[src/rtl/cpu_pkg.sv]
// Shared encodings for the multi-cycle sequencer: opcodes, FSM states,
// instruction classes and the default IO window base.
package cpu_pkg;

  localparam logic [6:0] OP_R      = 7'b0110011;
  localparam logic [6:0] OP_I      = 7'b0010011;
  localparam logic [6:0] OP_LOAD   = 7'b0000011;
  localparam logic [6:0] OP_STORE  = 7'b0100011;
  localparam logic [6:0] OP_BRANCH = 7'b1100011;

  localparam logic [31:0] IO_BASE_DEFAULT = 32'hFFFF_FC00;

  typedef enum logic [2:0] {
    ST_IDLE   = 3'd0,
    ST_FETCH  = 3'd1,
    ST_DECODE = 3'd2,
    ST_EXEC   = 3'd3,
    ST_MEM    = 3'd4,
    ST_WB     = 3'd5,
    ST_TRAP   = 3'd6
  } state_t;

  typedef enum logic [2:0] {
    CLS_R       = 3'd0,
    CLS_I       = 3'd1,
    CLS_LOAD    = 3'd2,
    CLS_STORE   = 3'd3,
    CLS_BRANCH  = 3'd4,
    CLS_ILLEGAL = 3'd5
  } class_t;

  function automatic class_t decode_class(input logic [6:0] opcode);
    case (opcode)
      OP_R:      return CLS_R;
      OP_I:      return CLS_I;
      OP_LOAD:   return CLS_LOAD;
      OP_STORE:  return CLS_STORE;
      OP_BRANCH: return CLS_BRANCH;
      default:   return CLS_ILLEGAL;
    endcase
  endfunction

endpackage

[src/rtl/cpu_sequencer_if.sv]
// Handshake and strobe bundle between the sequencer (slave side) and the
// datapath/memory system that feeds and consumes it (master side).
interface cpu_sequencer_if;
  logic [31:0] inst;
  logic [31:0] alu_result;
  logic        branch_taken;
  logic        mem_ready;

  logic        ir_write;
  logic        pc_write;
  logic        pc_src;
  logic        reg_write;
  logic        mem_read;
  logic        io_read;
  logic        mem_write;
  logic        io_write;

  modport slave (
    input  inst, alu_result, branch_taken, mem_ready,
    output ir_write, pc_write, pc_src, reg_write,
           mem_read, io_read, mem_write, io_write
  );

  modport master (
    output inst, alu_result, branch_taken, mem_ready,
    input  ir_write, pc_write, pc_src, reg_write,
           mem_read, io_read, mem_write, io_write
  );
endinterface

[src/rtl/seq_timeout_counter.sv]
// MEM-stage wait counter: cleared before each access, counts non-ready
// cycles and flags the last allowed cycle (TIMEOUT-1).
module seq_timeout_counter #(
  parameter int TIMEOUT = 16
) (
  input  logic clk,
  input  logic rst,
  input  logic i_clear,
  input  logic i_enable,
  output logic o_expired
);

  localparam int CW = $clog2(TIMEOUT);
  localparam logic [CW-1:0] LAST = CW'(TIMEOUT - 1);
  localparam logic [CW-1:0] ONE  = CW'(1);

  logic [CW-1:0] r_count;

  // NOTE: state registers use non-blocking assignments and an async active-low
  // reset so every flop clears the moment rst falls, independent of clk.
  always_ff @(posedge clk or negedge rst) begin
    if (!rst)                       r_count <= '0;
    else if (i_clear)               r_count <= '0;
    else if (i_enable && !o_expired) r_count <= r_count + ONE;
  end

  assign o_expired = (r_count == LAST);

endmodule

[src/rtl/cpu_sequencer.sv]
// Multi-cycle FETCH/DECODE/EXEC/MEM/WB control sequencer with memory
// timeout, illegal-opcode trap and retired-instruction counter.
module cpu_sequencer
  import cpu_pkg::*;
#(
  parameter logic [31:0] IO_BASE = IO_BASE_DEFAULT,
  parameter int          TIMEOUT = 16,
  parameter int          CNT_W   = 32
) (
  input  logic             clk,
  input  logic             rst,
  cpu_sequencer_if.slave   bus,
  output logic [2:0]       o_state,
  output logic             o_illegal,
  output logic             o_bus_err,
  output logic [CNT_W-1:0] o_retired
);

  localparam logic [CNT_W-1:0] RET_ONE = CNT_W'(1);

  state_t           r_state, w_next;
  class_t           r_class;
  logic             r_is_io;
  logic             r_illegal, r_bus_err;
  logic [CNT_W-1:0] r_retired;

  logic w_retire, w_set_illegal, w_set_bus_err;
  logic w_expired, w_is_load, w_is_store;
  logic w_unused_inst;

  assign w_is_load     = (r_class == CLS_LOAD);
  assign w_is_store    = (r_class == CLS_STORE);
  assign w_unused_inst = ^bus.inst[31:7];

  seq_timeout_counter #(.TIMEOUT(TIMEOUT)) u_timeout (
    .clk       (clk),
    .rst       (rst),
    .i_clear   (r_state == ST_EXEC),
    .i_enable  ((r_state == ST_MEM) && !bus.mem_ready),
    .o_expired (w_expired)
  );

  always_ff @(posedge clk or negedge rst) begin
    if (!rst) begin
      r_state   <= ST_IDLE;
      r_class   <= CLS_R;
      r_is_io   <= 1'b0;
      r_illegal <= 1'b0;
      r_bus_err <= 1'b0;
      r_retired <= '0;
    end else begin
      r_state <= w_next;
      if (r_state == ST_DECODE) r_class <= decode_class(bus.inst[6:0]);
      if (r_state == ST_EXEC && (w_is_load || w_is_store))
        r_is_io <= (bus.alu_result >= IO_BASE);
      if (w_set_illegal) r_illegal <= 1'b1;
      if (w_set_bus_err) r_bus_err <= 1'b1;
      if (w_retire)      r_retired <= r_retired + RET_ONE;
    end
  end

  // NOTE: every always_comb output gets a default first so no path leaves a
  // variable unassigned, which would otherwise infer a latch.
  always_comb begin
    w_next        = r_state;
    w_retire      = 1'b0;
    w_set_illegal = 1'b0;
    w_set_bus_err = 1'b0;
    case (r_state)
      ST_IDLE:   w_next = ST_FETCH;
      ST_FETCH:  w_next = ST_DECODE;
      ST_DECODE: begin
        if (decode_class(bus.inst[6:0]) == CLS_ILLEGAL) begin
          w_next        = ST_TRAP;
          w_set_illegal = 1'b1;
        end else begin
          w_next = ST_EXEC;
        end
      end
      ST_EXEC: begin
        case (r_class)
          CLS_R, CLS_I:        w_next = ST_WB;
          CLS_LOAD, CLS_STORE: w_next = ST_MEM;
          CLS_BRANCH: begin
            w_next   = ST_FETCH;
            w_retire = 1'b1;
          end
          default:             w_next = ST_TRAP;
        endcase
      end
      ST_MEM: begin
        // A ready on the final allowed cycle completes the access normally.
        if (bus.mem_ready) begin
          if (w_is_store) begin
            w_next   = ST_FETCH;
            w_retire = 1'b1;
          end else begin
            w_next = ST_WB;
          end
        end else if (w_expired) begin
          w_next        = ST_TRAP;
          w_set_bus_err = 1'b1;
        end
      end
      ST_WB: begin
        w_next   = ST_FETCH;
        w_retire = 1'b1;
      end
      ST_TRAP:   w_next = ST_TRAP;
      default:   w_next = ST_IDLE;
    endcase
  end

  always_comb begin
    bus.ir_write  = 1'b0;
    bus.pc_write  = 1'b0;
    bus.pc_src    = 1'b0;
    bus.reg_write = 1'b0;
    bus.mem_read  = 1'b0;
    bus.io_read   = 1'b0;
    bus.mem_write = 1'b0;
    bus.io_write  = 1'b0;
    case (r_state)
      ST_FETCH: bus.ir_write = 1'b1;
      ST_EXEC: begin
        if (r_class == CLS_BRANCH) begin
          bus.pc_write = 1'b1;
          bus.pc_src   = bus.branch_taken;
        end
      end
      ST_MEM: begin
        bus.mem_read  = w_is_load  && !r_is_io;
        bus.io_read   = w_is_load  &&  r_is_io;
        bus.mem_write = w_is_store && !r_is_io;
        bus.io_write  = w_is_store &&  r_is_io;
        bus.pc_write  = w_is_store && bus.mem_ready;
      end
      ST_WB: begin
        bus.reg_write = 1'b1;
        bus.pc_write  = 1'b1;
        bus.mem_read  = w_is_load && !r_is_io;
        bus.io_read   = w_is_load &&  r_is_io;
      end
      default: ;
    endcase
  end

  assign o_state   = r_state;
  assign o_illegal = r_illegal;
  assign o_bus_err = r_bus_err;
  assign o_retired = r_retired;

endmodule

[src/flat_wrapper.sv]
// flat-port wrapper written by rule: the top's interface ports become plain ports
module cpu_sequencer_flat import cpu_pkg::*;
#(
  parameter logic [31:0] IO_BASE = IO_BASE_DEFAULT,
  parameter int          TIMEOUT = 16,
  parameter int          CNT_W   = 32
)
  (clk, rst, o_state, o_illegal, o_bus_err, o_retired, bus_inst, bus_alu_result, bus_branch_taken, bus_mem_ready, bus_ir_write, bus_pc_write, bus_pc_src, bus_reg_write, bus_mem_read, bus_io_read, bus_mem_write, bus_io_write);
  cpu_sequencer_if bus_i ();
  input  logic clk;
  input  logic rst;
  output logic [2:0] o_state;
  output logic o_illegal;
  output logic o_bus_err;
  output logic [CNT_W-1:0] o_retired;
  input wire logic [$bits(bus_i.inst)-1:0] bus_inst;
  input wire logic [$bits(bus_i.alu_result)-1:0] bus_alu_result;
  input wire logic [$bits(bus_i.branch_taken)-1:0] bus_branch_taken;
  input wire logic [$bits(bus_i.mem_ready)-1:0] bus_mem_ready;
  output wire logic [$bits(bus_i.ir_write)-1:0] bus_ir_write;
  output wire logic [$bits(bus_i.pc_write)-1:0] bus_pc_write;
  output wire logic [$bits(bus_i.pc_src)-1:0] bus_pc_src;
  output wire logic [$bits(bus_i.reg_write)-1:0] bus_reg_write;
  output wire logic [$bits(bus_i.mem_read)-1:0] bus_mem_read;
  output wire logic [$bits(bus_i.io_read)-1:0] bus_io_read;
  output wire logic [$bits(bus_i.mem_write)-1:0] bus_mem_write;
  output wire logic [$bits(bus_i.io_write)-1:0] bus_io_write;
  assign bus_i.inst = bus_inst;
  assign bus_i.alu_result = bus_alu_result;
  assign bus_i.branch_taken = bus_branch_taken;
  assign bus_i.mem_ready = bus_mem_ready;
  assign bus_ir_write = bus_i.ir_write;
  assign bus_pc_write = bus_i.pc_write;
  assign bus_pc_src = bus_i.pc_src;
  assign bus_reg_write = bus_i.reg_write;
  assign bus_mem_read = bus_i.mem_read;
  assign bus_io_read = bus_i.io_read;
  assign bus_mem_write = bus_i.mem_write;
  assign bus_io_write = bus_i.io_write;
  cpu_sequencer #(.IO_BASE(IO_BASE), .TIMEOUT(TIMEOUT), .CNT_W(CNT_W)) u_core (.clk(clk), .rst(rst), .bus(bus_i), .o_state(o_state), .o_illegal(o_illegal), .o_bus_err(o_bus_err), .o_retired(o_retired));
endmodule
[config.mk]
export PLATFORM = sky130hd
export DESIGN_NAME = cpu_sequencer_flat
export DESIGN_NICKNAME = d
export VERILOG_FILES = /design/src/rtl/cpu_pkg.sv /design/src/rtl/cpu_sequencer_if.sv /design/src/rtl/seq_timeout_counter.sv /design/src/rtl/cpu_sequencer.sv /design/src/flat_wrapper.sv
export SDC_FILE = /design/constraint.sdc
export NUM_CORES = 1
export LEC_CHECK = 0
export CAP_MARGIN = 20
export CORE_MARGIN = 2
export CORE_UTILIZATION = 44
export DETAILED_ROUTE_END_ITERATION = 10
export PLACE_DENSITY = 0.95
export SLEW_MARGIN = 20
export SYNTH_ARGS = -nofsm -noshare
export SYNTH_HDL_FRONTEND = slang
export SYNTH_SLANG_ARGS = --single-unit
[constraint.sdc]
create_clock -name clk -period 3.4 [get_ports clk]
set_input_delay 0.68 -clock clk [delete_from_list [all_inputs] [get_ports clk]]
set_output_delay 0.68 -clock clk [all_outputs]
set_load 0.01 [all_outputs]
==> results.yml <==
sta:
  setup_viol: 0
  rsz0062_at_grt: "no"
  finClkSkew_ns: 0.00689
  hold_violations: 0
  slew_headroom_pct: 58.5
  max_freq_mhz: 328
  period_needed_ns: 3.05
  period_share_pct: 89.7
  tightest_slew_ns: 0.621
  drv_slew: 0
  fin_tns_setup_ns: 0
clock_tree:
  cts_buffers: 5
  cts_root_buffer: "clkbuf_8"
  clockBufferDepth: 2
  cts_resized: 0
  post_cts_buffers: 0
  clock_latency_ns: 0.29
  clk_pin_slew_ns: 0.08
  h-tree-depth: 2
  cts_hold_buf: 0
  cts_tree: "yes"
  cts_sinks: 45
yosys:
  synth_ff_type: "dfrtp_1"
  syn-cell-area_um2: 2300
  synth.avg_cell_area_um2: 10.1
  synth_most_common_cell: "dfrtp_1"
  synthCells: 227
  synth.top_cells.by_count: "dfrtp_1 (45), xor2_1 (23), nand2_1 (21), nor2_1 (19), nor3_1 (12)"
  ys_warn_count: 0
  synth_edf_count: 0
  ys_seq_area_share_pct: 49.0
  synth_largest_area_cell: "dfrtp_1"
  synth.distinct_cells: 45
  async_reset_ff_share_pct: 100
  yosys-top-cells-area: "dfrtp_1 (49%), xor2_1 (8.8%), xnor2_1 (3.8%)"
  ys_ff_latch: 45
  syn-num-nets: 297
  yosys.area.top_type_share_pct: 49.0
finish:
  fin_cells: 376
  n_antenna_cell: 0
  final_nets: 376
  drive_above_1_share_pct: 6.54
  area_growth_pct: 40.5
global_routing:
  grt_usage_pct: 18.9
  busiest_layer: "met2"
  use_met3_pct: 5.33
  grt_overflow_total: 0
  grt_use_met2_pct: 31.4
  grt_pass1_vias: 1941
  grt_max_degree: 46
  antenna_found_initial: 0
  grt_pass1_wl_um: 9070
  met1_usage_pct: 23.7
pwr:
  fin_total_pwr_mw: 1.51
  worst_ir_drop_vdd_mv: 0.479
  p_leak_nw: 1.43
  cellPowerDensity_nw_per_um2: 468
placement:
  gp_congestion: 0.806
  io_buffers: 77
  hpwl_um: 4020
  placedCellCount: 369
floorplan:
  core_area_um2: 5070
  start_util_pct: 45.3
  chipWidth_um: 76.3
  die-area_um2: 5810
  core.rowCount: 26
  die_h_um: 76.3
  io_pins: 113
setup_path:
  cp_slowest_stage_delay_ns: 0.57
  crit_slowest_cell: "clkdlybuf4s50_1"
  crit_chain: "and3b_1, and3_2, or2_2, clkdlybuf4s50_1"
  arrival_ns: 2.37
  critPathKind: "flip-flop to output port"
  worstPathMaxFanout: 10
  end_kind: "output port"
  crit_required_ns: 2.72
  startpoint_type: "flip-flop"
drt:
  viasPerCell: 5.35
  route.antenna.remaining_nets: 0
  drt_first_iter_violations: 139
  firstDrtPassIters: 6
  post_drt_wl_per_cell_um: 14.3
  vias: 2011
  drc: 0
  drt-total-wl_um: 5370
worst_hold_path:
  hold_path.class: "input pin to asynchronous set/reset pin"
run:
  maxCapViolCount: 0
outcome:
  status: "completed"
[worst paths after layout]
path / to / cells after the start / from / slack (ns)
max in group asynchronous: u_core.o_retired[1] / 1 / rst / 2.66
worst max-delay path: bus_pc_write / 4 / u_core.o_state[0] / 0.35
worst min-delay path: u_core.u_timeout.r_count[2] / 1 / rst / 0.36
worst max register to register: u_core.o_retired[27] / 6 / u_core.o_state[0] / 1.01
worst min register to register: u_core.o_retired[31] / 1 / u_core.o_retired[31] / 0.47
min in group clk: u_core.o_retired[31] / 1 / u_core.o_retired[31] / 0.47
[routing by layer]
| layer | vias up | wire [um] | share of wire (%) |
|---|---|---|---|
| met4 | 0 | 45 | 0.84 |
| met2 | 54 | 2720 | 51 |
| met3 | 4 | 276 | 5.1 |
| li1 | 968 | - | - |
| met5 | - | 0 | 0 |
| met1 | 985 | 2320 | 43 |
[sequential cells by signal, indices dropped and copies added (netlist names)]
signal / flops
u_core.r_is_io: 1
u_core.o_illegal: 1
u_core.o_bus_err: 1
u_core.o_retired: 32
u_core.u_timeout.r_count: 4
u_core.r_class: 3
u_core.o_state: 3
[layout make-up]
cell class	instances	area (um^2)
well taps	70	87.6
repair buffers	79	783
clock buffers	5	68.8
inverters	4	15.0
clock inverters	2	35.0
flip-flops and latches	45	1130
fillers	425	1850
multi-input cells	171	1110
[cell families (layout without fill, tap and decap cells)]
family | after synthesis | after routing | share of synthesized area (%)
muxes | 3 | 3 | 1.47
DFF | 45 | 45 | 49.0
and+or+nand+nor | 111 | 111 | 26.9
AOI/OAI and AO/OA | 22 | 22 | 6.43
adders and majority gates | 2 | 2 | 1.09
xor gates and xnor gates | 33 | 33 | 12.6
buffers and inverters | 11 | 90 | 2.56
[cell usage in the layout, fill, tap and decap left out, types with 6 or more instances in the layout]
master            n
nand3_1          11
nor4_1            7
dfrtp_1          45
a21oi_1           8
nor2_1           19
nor3_1           12
clkdlybuf4s50_1  76
nand4_1          11
xnor2_1          10
xor2_1           23
nand2_1          21
and3_1            6
[stage by stage]
stage	setup WS (ns)	area, um^2	util, %	hold WS (ns)
6_report	0.349	3230	63.6	0.362
5_1_grt	0.270	3230	63.6	0.423
4_1_cts	0.362	3230	63.6	0.472
3_5_place_dp	0.388	3120	61.5	0.450
3_3_place_gp	0.412	3120	61.5	0.448
2_1_floorplan	1.18	2300	-	0.384
[where the power goes]
part	total [mW]	switching, mW	internal (mW)	leakage, nW
combinational	0.414	0.189	0.225	0.788
clock	0.385	0.171	0.214	0.0540
sequential	0.712	0.113	0.599	0.584
[critical path, delay by kind of cell (launching register included)]
kind	cells	cell delay, ns
simple gates	3	0.94
buf+inv	1	0.57
flops	1	0.56
Power figures use the tool's default switching activity.
